--- config.mk ---
export PLATFORM = sky130hd
export DESIGN_NAME = debug_link_slave
export DESIGN_NICKNAME = d
export VERILOG_FILES = /design/src/rtl/dbg_link_pkg.sv /design/src/rtl/sync_rise.sv /design/src/rtl/debug_link_slave.sv
export SDC_FILE = /design/constraint.sdc
export NUM_CORES = 1
export LEC_CHECK = 0
export ABC_AREA = 1
export ABC_CLOCK_PERIOD_IN_PS = 3000
export CAP_MARGIN = 30
export CORE_ASPECT_RATIO = 0.8
export CORE_MARGIN = 10
export CORE_UTILIZATION = 30
export DETAILED_ROUTE_END_ITERATION = 10
export HOLD_SLACK_MARGIN = 0.08
export MAX_ROUTING_LAYER = met4
export PLACE_DENSITY = 0.6
export SETUP_SLACK_MARGIN = 0.3
export SYNTH_ARGS = -nofsm -noshare
export SYNTH_HDL_FRONTEND = slang
export SYNTH_SLANG_ARGS = --single-unit
--- constraint.sdc ---
create_clock -name i_clk -period 3 [get_ports i_clk]
set_input_delay 0.3 -clock i_clk [delete_from_list [all_inputs] [get_ports i_clk]]
set_output_delay 0.3 -clock i_clk [all_outputs]
set_load 0.01 [all_outputs]
--- src/rtl/dbg_link_pkg.sv ---
// rtl/dbg_link_pkg.sv - shared command codes, mode encoding and status layout for the debug link
package dbg_link_pkg;

    localparam logic [3:0] CMD_NOP    = 4'd0;
    localparam logic [3:0] CMD_ADDR   = 4'd1;
    localparam logic [3:0] CMD_DLO    = 4'd2;
    localparam logic [3:0] CMD_DHI_WR = 4'd3;
    localparam logic [3:0] CMD_RDSEL  = 4'd4;
    localparam logic [3:0] CMD_STAT   = 4'd5;
    localparam logic [3:0] CMD_CLR    = 4'd6;

    typedef enum logic {
        MODE_STATUS = 1'b0,
        MODE_READ   = 1'b1
    } mode_e;

    localparam int ST_HALT = 31;
    localparam int ST_ERR  = 30;
    localparam int ST_RUN  = 29;

endpackage

--- src/rtl/sync_rise.sv ---
// rtl/sync_rise.sv - two-flop synchroniser with history flop and rising-edge output
module sync_rise (
    input  logic i_clk,
    input  logic i_rst,
    input  logic i_d,
    output logic o_level,
    output logic o_rise
);

    logic meta_q;
    logic sync_q;
    logic hist_q;

    // meta -> sync resolves metastability, hist keeps the previous synchronised level
    always_ff @(posedge i_clk or negedge i_rst) begin
        if (!i_rst) begin
            meta_q <= 1'b0;
            sync_q <= 1'b0;
            hist_q <= 1'b0;
        end else begin
            meta_q <= i_d;
            sync_q <= meta_q;
            hist_q <= sync_q;
        end
    end

    assign o_level = sync_q;
    assign o_rise  = sync_q & ~hist_q;

endmodule

--- src/rtl/debug_link_slave.sv ---
// rtl/debug_link_slave.sv - GPIO-driven debug link slave: imem loader, run/step control, readback
module debug_link_slave
    import dbg_link_pkg::*;
#(
    parameter int NB_BITS = 32,
    parameter int NB_MOSI = 25,
    parameter int NB_CS   = 4,
    parameter int NB_ADDR = 10,
    parameter int NB_SEL  = 8
) (
    input  logic               i_clk,
    input  logic               i_rst,
    input  logic [NB_MOSI-1:0] i_MOSI,
    input  logic               i_SCLK,
    input  logic [NB_CS-1:0]   i_SPI_cs,
    input  logic               i_valid,
    input  logic               i_continue,
    input  logic [NB_BITS-1:0] i_dbg_data,
    input  logic               i_halted,
    output logic [NB_BITS-1:0] o_MISO,
    output logic               o_imem_we,
    output logic [NB_ADDR-1:0] o_imem_addr,
    output logic [NB_BITS-1:0] o_imem_data,
    output logic [NB_SEL-1:0]  o_dbg_sel,
    output logic               o_run,
    output logic               o_step
);

    localparam int HALF = NB_BITS / 2;

    logic sclk_rise;
    logic sclk_level_unused;
    logic valid_rise;
    logic valid_level_unused;
    logic cont_level;
    logic cont_rise_unused;

    sync_rise u_sync_sclk (
        .i_clk   (i_clk),
        .i_rst   (i_rst),
        .i_d     (i_SCLK),
        .o_level (sclk_level_unused),
        .o_rise  (sclk_rise)
    );

    sync_rise u_sync_valid (
        .i_clk   (i_clk),
        .i_rst   (i_rst),
        .i_d     (i_valid),
        .o_level (valid_level_unused),
        .o_rise  (valid_rise)
    );

    sync_rise u_sync_cont (
        .i_clk   (i_clk),
        .i_rst   (i_rst),
        .i_d     (i_continue),
        .o_level (cont_level),
        .o_rise  (cont_rise_unused)
    );

    mode_e              mode_q;
    logic [NB_ADDR-1:0] ptr_q;
    logic [HALF-1:0]    data_lo_q;
    logic               err_q;
    logic [NB_SEL-1:0]  sel_q;
    logic               we_q;
    logic [NB_ADDR-1:0] addr_q;
    logic [NB_BITS-1:0] wdata_q;
    logic               run_q;
    logic               step_q;
    logic [NB_BITS-1:0] miso_q;
    logic [NB_BITS-1:0] status_d;

    // command decoder and readback-mode FSM; acts only on a synchronised SCLK rise
    always_ff @(posedge i_clk or negedge i_rst) begin
        if (!i_rst) begin
            mode_q    <= MODE_STATUS;
            ptr_q     <= '0;
            data_lo_q <= '0;
            err_q     <= 1'b0;
            sel_q     <= '0;
            we_q      <= 1'b0;
            addr_q    <= '0;
            wdata_q   <= '0;
        end else begin
            we_q <= 1'b0;
            if (sclk_rise) begin
                case (i_SPI_cs)
                    CMD_ADDR: ptr_q <= i_MOSI[NB_ADDR-1:0];
                    CMD_DLO:  data_lo_q <= i_MOSI[HALF-1:0];
                    CMD_DHI_WR: begin
                        // loading imem while the core free-runs is refused and flagged
                        if (!run_q) begin
                            we_q    <= 1'b1;
                            addr_q  <= ptr_q;
                            wdata_q <= {i_MOSI[HALF-1:0], data_lo_q};
                            ptr_q   <= ptr_q + NB_ADDR'(1);
                        end else begin
                            err_q <= 1'b1;
                        end
                    end
                    CMD_RDSEL: begin
                        sel_q  <= i_MOSI[NB_SEL-1:0];
                        mode_q <= MODE_READ;
                    end
                    CMD_STAT: mode_q <= MODE_STATUS;
                    CMD_CLR:  err_q <= 1'b0;
                    default:  ;
                endcase
            end
        end
    end

    // status word: halted/err/run flags on top, load pointer in the low half
    always_comb begin
        status_d                = '0;
        status_d[NB_ADDR-1:0]   = ptr_q;
        status_d[ST_HALT]       = i_halted;
        status_d[ST_ERR]        = err_q;
        status_d[ST_RUN]        = run_q;
    end

    // run level, single-step pulse and readback register
    always_ff @(posedge i_clk or negedge i_rst) begin
        if (!i_rst) begin
            run_q  <= 1'b0;
            step_q <= 1'b0;
            miso_q <= '0;
        end else begin
            run_q  <= cont_level;
            step_q <= valid_rise & ~run_q & ~cont_level;
            miso_q <= (mode_q == MODE_READ) ? i_dbg_data : status_d;
        end
    end

    logic unused_ok;
    assign unused_ok = ^{i_MOSI[NB_MOSI-1:HALF], cont_rise_unused,
                         sclk_level_unused, valid_level_unused};

    assign o_MISO      = miso_q;
    assign o_imem_we   = we_q;
    assign o_imem_addr = addr_q;
    assign o_imem_data = wdata_q;
    assign o_dbg_sel   = sel_q;
    assign o_run       = run_q;
    assign o_step      = step_q;

endmodule
Word-level counts from Yosys, hierarchy flattened
Index checks and enable logic that the tools add are counted.
{"block": "word_totals", "regBits": 121, "in_bits": 67, "output_inout_bits": 85}
{"block": "classes", "n_addsub": 1, "eq_ne": 8, "n_mux": 9, "bitwise": 8, "n_reduce_logical": 9}
{"operator": "$mux 32", "count": 1}
{"operator": "$pmux 10 s2", "count": 1}
{"operator": "$eq 4x3->1 const B", "count": 3}
{"operator": "$add 10x1->10 const B", "count": 1}
{"operator": "$mux 10", "count": 1}
{"operator": "$reduce_and 3->1", "count": 3}
{"operator": "$eq 4x2->1 const B", "count": 2}
{"operator": "$reduce_and 2->1", "count": 3}
{"operator": "$reduce_bool 2->1", "count": 3}
{"operator": "$and 1x1->1", "count": 4}
{"operator": "$eq 4x1->1 const B", "count": 1}
{"operator": "$mux 1", "count": 4}
{"operator": "$not 1->1", "count": 4}
{"operator": "$pmux 1 s2", "count": 2}
{"operator": "$ne 2x1->1 const B", "count": 1}
{"operator": "$ne 2x2->1 const B", "count": 1}

Logic depth before layout (Yosys ltp)
{"block": "logic_depth", "ltp_word": 4, "mapped_depth": 9}

Modules after synthesis
From an unflattened synthesis, not the netlist that was laid out.
{"block": "unflattened", "cells_unflattened": 497, "area_unflattened_um2": 4697.0}
{"mod": "debug_link_slave", "instances": 1, "cells_per_inst": 482, "area_each_um2": 4441.8, "seq_area_each_um2": 2827.7}
{"mod": "sync_rise", "instances": 3, "cells_per_inst": 5, "area_each_um2": 85.1, "seq_area_each_um2": 75.1}

Least setup slack after synthesis
OpenSTA, ideal clock, no wires.
{"block": "synth_timing", "kind": "register to register", "startpoint": "register u_sync_sclk.hist_q", "endpoint": "register sel_q[6] (netlist: o_dbg_sel[6])", "arrival_ns": 1.134, "t_required_ns": 2.873, "slack_ns": 1.739, "path_stages_with_launch": 10, "path_buffers": 1, "cell_sequence": "dfrtp_1 > inv_1 > nand2_1 > inv_1 > nand3_1 > nor2_1 > nand2_2 > buf_6 > nand2_1 > o21ai_0"}
{"block": "synth_between", "elab_chain_cells": 3}
{"item": "start: declaration", "line": "sync_rise.sv:12", "rtl": "logic hist_q;"}
{"item": "start signal: assignment", "line": "sync_rise.sv:23", "rtl": "hist_q <= sync_q;"}
{"item": "$not 1->1", "line": "sync_rise.sv:28", "rtl": "assign o_rise = sync_q & ~hist_q;"}
{"item": "$and 1x1->1", "line": "sync_rise.sv:28"}
{"item": "$reduce_and 2->1 (no source line)"}
{"item": "end signal: assignment", "line": "debug_link_slave.sv:104", "rtl": "sel_q <= i_MOSI[NB_SEL-1:0];"}
{"item": "end: declaration", "line": "debug_link_slave.sv:66", "rtl": "logic [NB_SEL-1:0] sel_q;"}
No other way between the ends.
A chain may end at the register's enable or synchronous reset.

Final worst setup path
{"block": "layout_timing", "startpoint": "input port i_SPI_cs[3]", "endpoint": "register wdata_q[5] (netlist: o_imem_data[5])"}
{"block": "layout_between", "elab_chain_cells": 2}
{"item": "start: declaration", "line": "debug_link_slave.sv:15", "rtl": "input logic [NB_CS-1:0] i_SPI_cs,"}
{"item": "$eq 4x2->1", "line": "debug_link_slave.sv:89", "rtl": "case (i_SPI_cs)"}
{"item": "$reduce_and 3->1 (no source line)"}
{"item": "end signal: assignment", "line": "debug_link_slave.sv:97", "rtl": "wdata_q <= {i_MOSI[HALF-1:0], data_lo_q};"}
{"item": "end: declaration", "line": "debug_link_slave.sv:69", "rtl": "logic [NB_BITS-1:0] wdata_q;"}
No other way between the ends.

==> impl_metrics.toml <==
[route]
wl_met1_um = 6060
first_iter_violations = 295
detail_route.wl_per_cell_um = 15.2
top_layer = "met4"
via_count = 3693
first_pass_iters = 5
vias_per_cell = 4.30
wl_um = 13000
dr_wl_met2_um = 5750
postRouteAntennaNets = 0
drcViolationCount = 0
routed-wl-met3_um = 1040

[clocking]
root_buffer = "clkbuf_16"
cts_buffers = 17
cts_resized = 0
cts_setup_buffers = 0
path_clk_slew_ns = 0.05
htree_levels = 4
cts_sinks = 121
cts_tree = "built"
clk_latency_ns = 0.41
cts_max_path_buffers = 2

[logic_synthesis]
synthCells = 488
synth_nets = 556
synthDistinctLibCells = 24
avgSynthCellArea_um2 = 9.48
yosysSeqAreaShare_pct = 65.4
synth_area_um2 = 4630
synth_warnings = 0
synth_seq_cells = 121

[finish]
nets = 704
layout_common_cells = "174 x nand2_1, 141 x clkdlybuf4s50_1, 121 x dfrtp_1"
n_fill_cell = 1450
layout-drive-gt1-share_pct = 7.10
fin_util_pct = 45.4
diodes = 0
final_common_cell = "nand2_1"
syn2layout_area_growth_pct = 47.7
fin_area_um2 = 6840

[power]
internal-power_uw = 3550
p_sw_uw = 1320
peakVddDrop_v = 0.000516
p_comb_share_pct = 18.0
power_density_nw_per_um2 = 712
leakagePower_uw = 0.00329
power_frac_seq_pct = 41.5
switching_share_pct = 27.2
clkPwrFrac_pct = 40.4

[sta]
rsz0062_at_grt = "false"
slew_headroom_pct = 47.8
tightest_slew_ns = 0.783
fin_crit_sh_pct = 65.3
slew_violations = 0
setup_viol = 0
fmax_mhz = 511
whs_ns = 0.326
hold_viol = 0
finalCriticalPeriod_ns = 1.96
fin_tns_setup_ns = 0
final.setup_skew_ns = 0.00652
finalWorstSetupSlack_ns = 1.04

[setup_path]
critPathTopFamily = "buffers and inverters"
worstPathArrival_ns = 2.30
max_stage_delay_ns = 0.45
critPathCaptureType = "flip-flop"
path_common_cell = "nand2_1"
crit_slowest_cell = "clkdlybuf4s50_1"
start_kind = "input pin"
path_cells = "clkdlybuf4s50_1 -> nor2_1 -> nand3_2 -> clkinv_2 -> nand3_4 -> inv_2 -> nand2_1 -> nand2_1"
required_ns = 3.34
crit_type = "input pin to flip-flop"
cp_max_fo = 25
worst-path-buf-inv = 3

[floorplan]
fp-row-count = 40
start_util_pct = 30.7
core_um2 = 15100
die_h_um = 131
die_w_um = 159
io_pins = 152
die_area_um2 = 20800

[global_route]
grt_pass1_vias = 3822
overflow = 0
grt_max_degree = 99
grtUsageTotal_pct = 13.1
grt_first_pass_wirelength_um = 20600
antenna_found_initial = 0

[placement]
portBuffers = 142
dpl.hpwl_um = 9490
placed_cell_area_um2 = 6250
dp_slack_ns = 0.655
gp_congestion = 0.799

[flow_run]
max-cap-violations = 0

[outcome]
run_status = "finished, final reports clean"

[hold_path]
min_path_type = "input pin to async pin"
[Yosys cell counts]
master | count | area share (%)
clkbuf_1 | 12 | 0.97
nand4_1 | 1 | 0.14
buf_6 | 4 | 0.97
o21ai_0 | 63 | 6.8
buf_2 | 2 | 0.22
nand2_1 | 174 | 14
nor3b_1 | 1 | 0.16
o21ai_1 | 3 | 0.32
nor3_1 | 1 | 0.11
inv_1 | 56 | 4.5
o211ai_1 | 3 | 0.49
nand3_1 | 16 | 1.7
inv_2 | 1 | 0.081
nand2_2 | 1 | 0.14
nand3_2 | 1 | 0.22
buf_4 | 1 | 0.16
nand3_4 | 1 | 0.38
clkinv_2 | 1 | 0.11
a21oi_1 | 6 | 0.65
nor2_1 | 13 | 1.1
dfrtp_1 | 121 | 65
xor2_1 | 1 | 0.19
ha_1 | 1 | 0.27
o21ai_2 | 4 | 0.76
[kinds of logic (layout without fill, tap and decap cells)]
logic type	Yosys count	in the layout	share of synthesized area, %
simple gates	209	209	18.0
buf+inv	77	237	7.06
flops	121	121	65.4
compound gates	79	79	9.03
xor+xnor	1	1	0.189
fa+ha+maj	1	1	0.270
[per-layer routing]
metal	vias up	global-route usage, %
met1	1750	15.8
met2	121	19.2
met5	-	-
met4	0	4.40
met3	11	6.18
li1	1811	-
[path summary, 6_finish.rpt]
check	depth (start not counted)	start	slack, ns	endpoint
max in group asynchronous	3	i_rst	1.82	o_dbg_sel[1]
min in group i_clk	1	i_valid	0.33	u_sync_valid.meta_q
min	2	i_rst	0.33	o_MISO[27]
max	8	i_SPI_cs[3]	1.04	o_imem_data[5]
min reg2reg	0	u_sync_valid.meta_q	0.35	u_sync_valid.o_level
max reg2reg	9	u_sync_sclk.hist_q	1.47	ptr_q[5]
[flip-flops by register name, indices dropped and copies added, names as in the netlist, 8 cells and up]
signal,count
o_MISO,32
data_lo_q,16
o_dbg_sel,8
ptr_q,10
o_imem_addr,10
o_imem_data,32
[power by group through the flow]
stage / Clock, uW / Sequential [uW] / Combinational [uW]
floorplan: 0 / 2090 / 282
global placement: 0 / 2040 / 879
detailed placement: 0 / 2050 / 893
CTS: 2030 / 2030 / 900
global route: 2100 / 2050 / 980
finish: 1970 / 2020 / 879
[stage by stage]
step | std cells | power (uW)
CTS | 858 | 4950
floorplan | 488 | 2370
global placement | 826 | 2920
finish | 858 | 4870
global route | 858 | 5130
detailed placement | 826 | 2940
[cell type report]
type                            instances  area, um2  area share (%)
Clock inverter                         14        150            2.20
Timing Repair Buffer                  148       1480            21.6
Clock buffer                           17        425            6.22
Inverter                               58        219            3.20
Tap cell                              210        263            3.84
Sequential cell                       121       3030            44.3
Multi-Input combinational cell        290       1270            18.6
[worst reg2reg max path, stage by stage, from the launching register on]
cell and delay (ns):
dfrtp_1 0.35, inv_1 0.05, nand2_1 0.06, inv_1 0.14
nand2_1 0.07, nor2_1 0.44, o21ai_0 0.19, nand2_1 0.10
nand2_1 0.05, inv_1 0.04
[repair_timing]
action | in CTS | in global routing
setup endpoints to repair | 0 | 0
endpoints found under the hold margin | 23 | 0
hold buffers | 1 | 0
No activity file was read; power rests on OpenSTA's default activity.
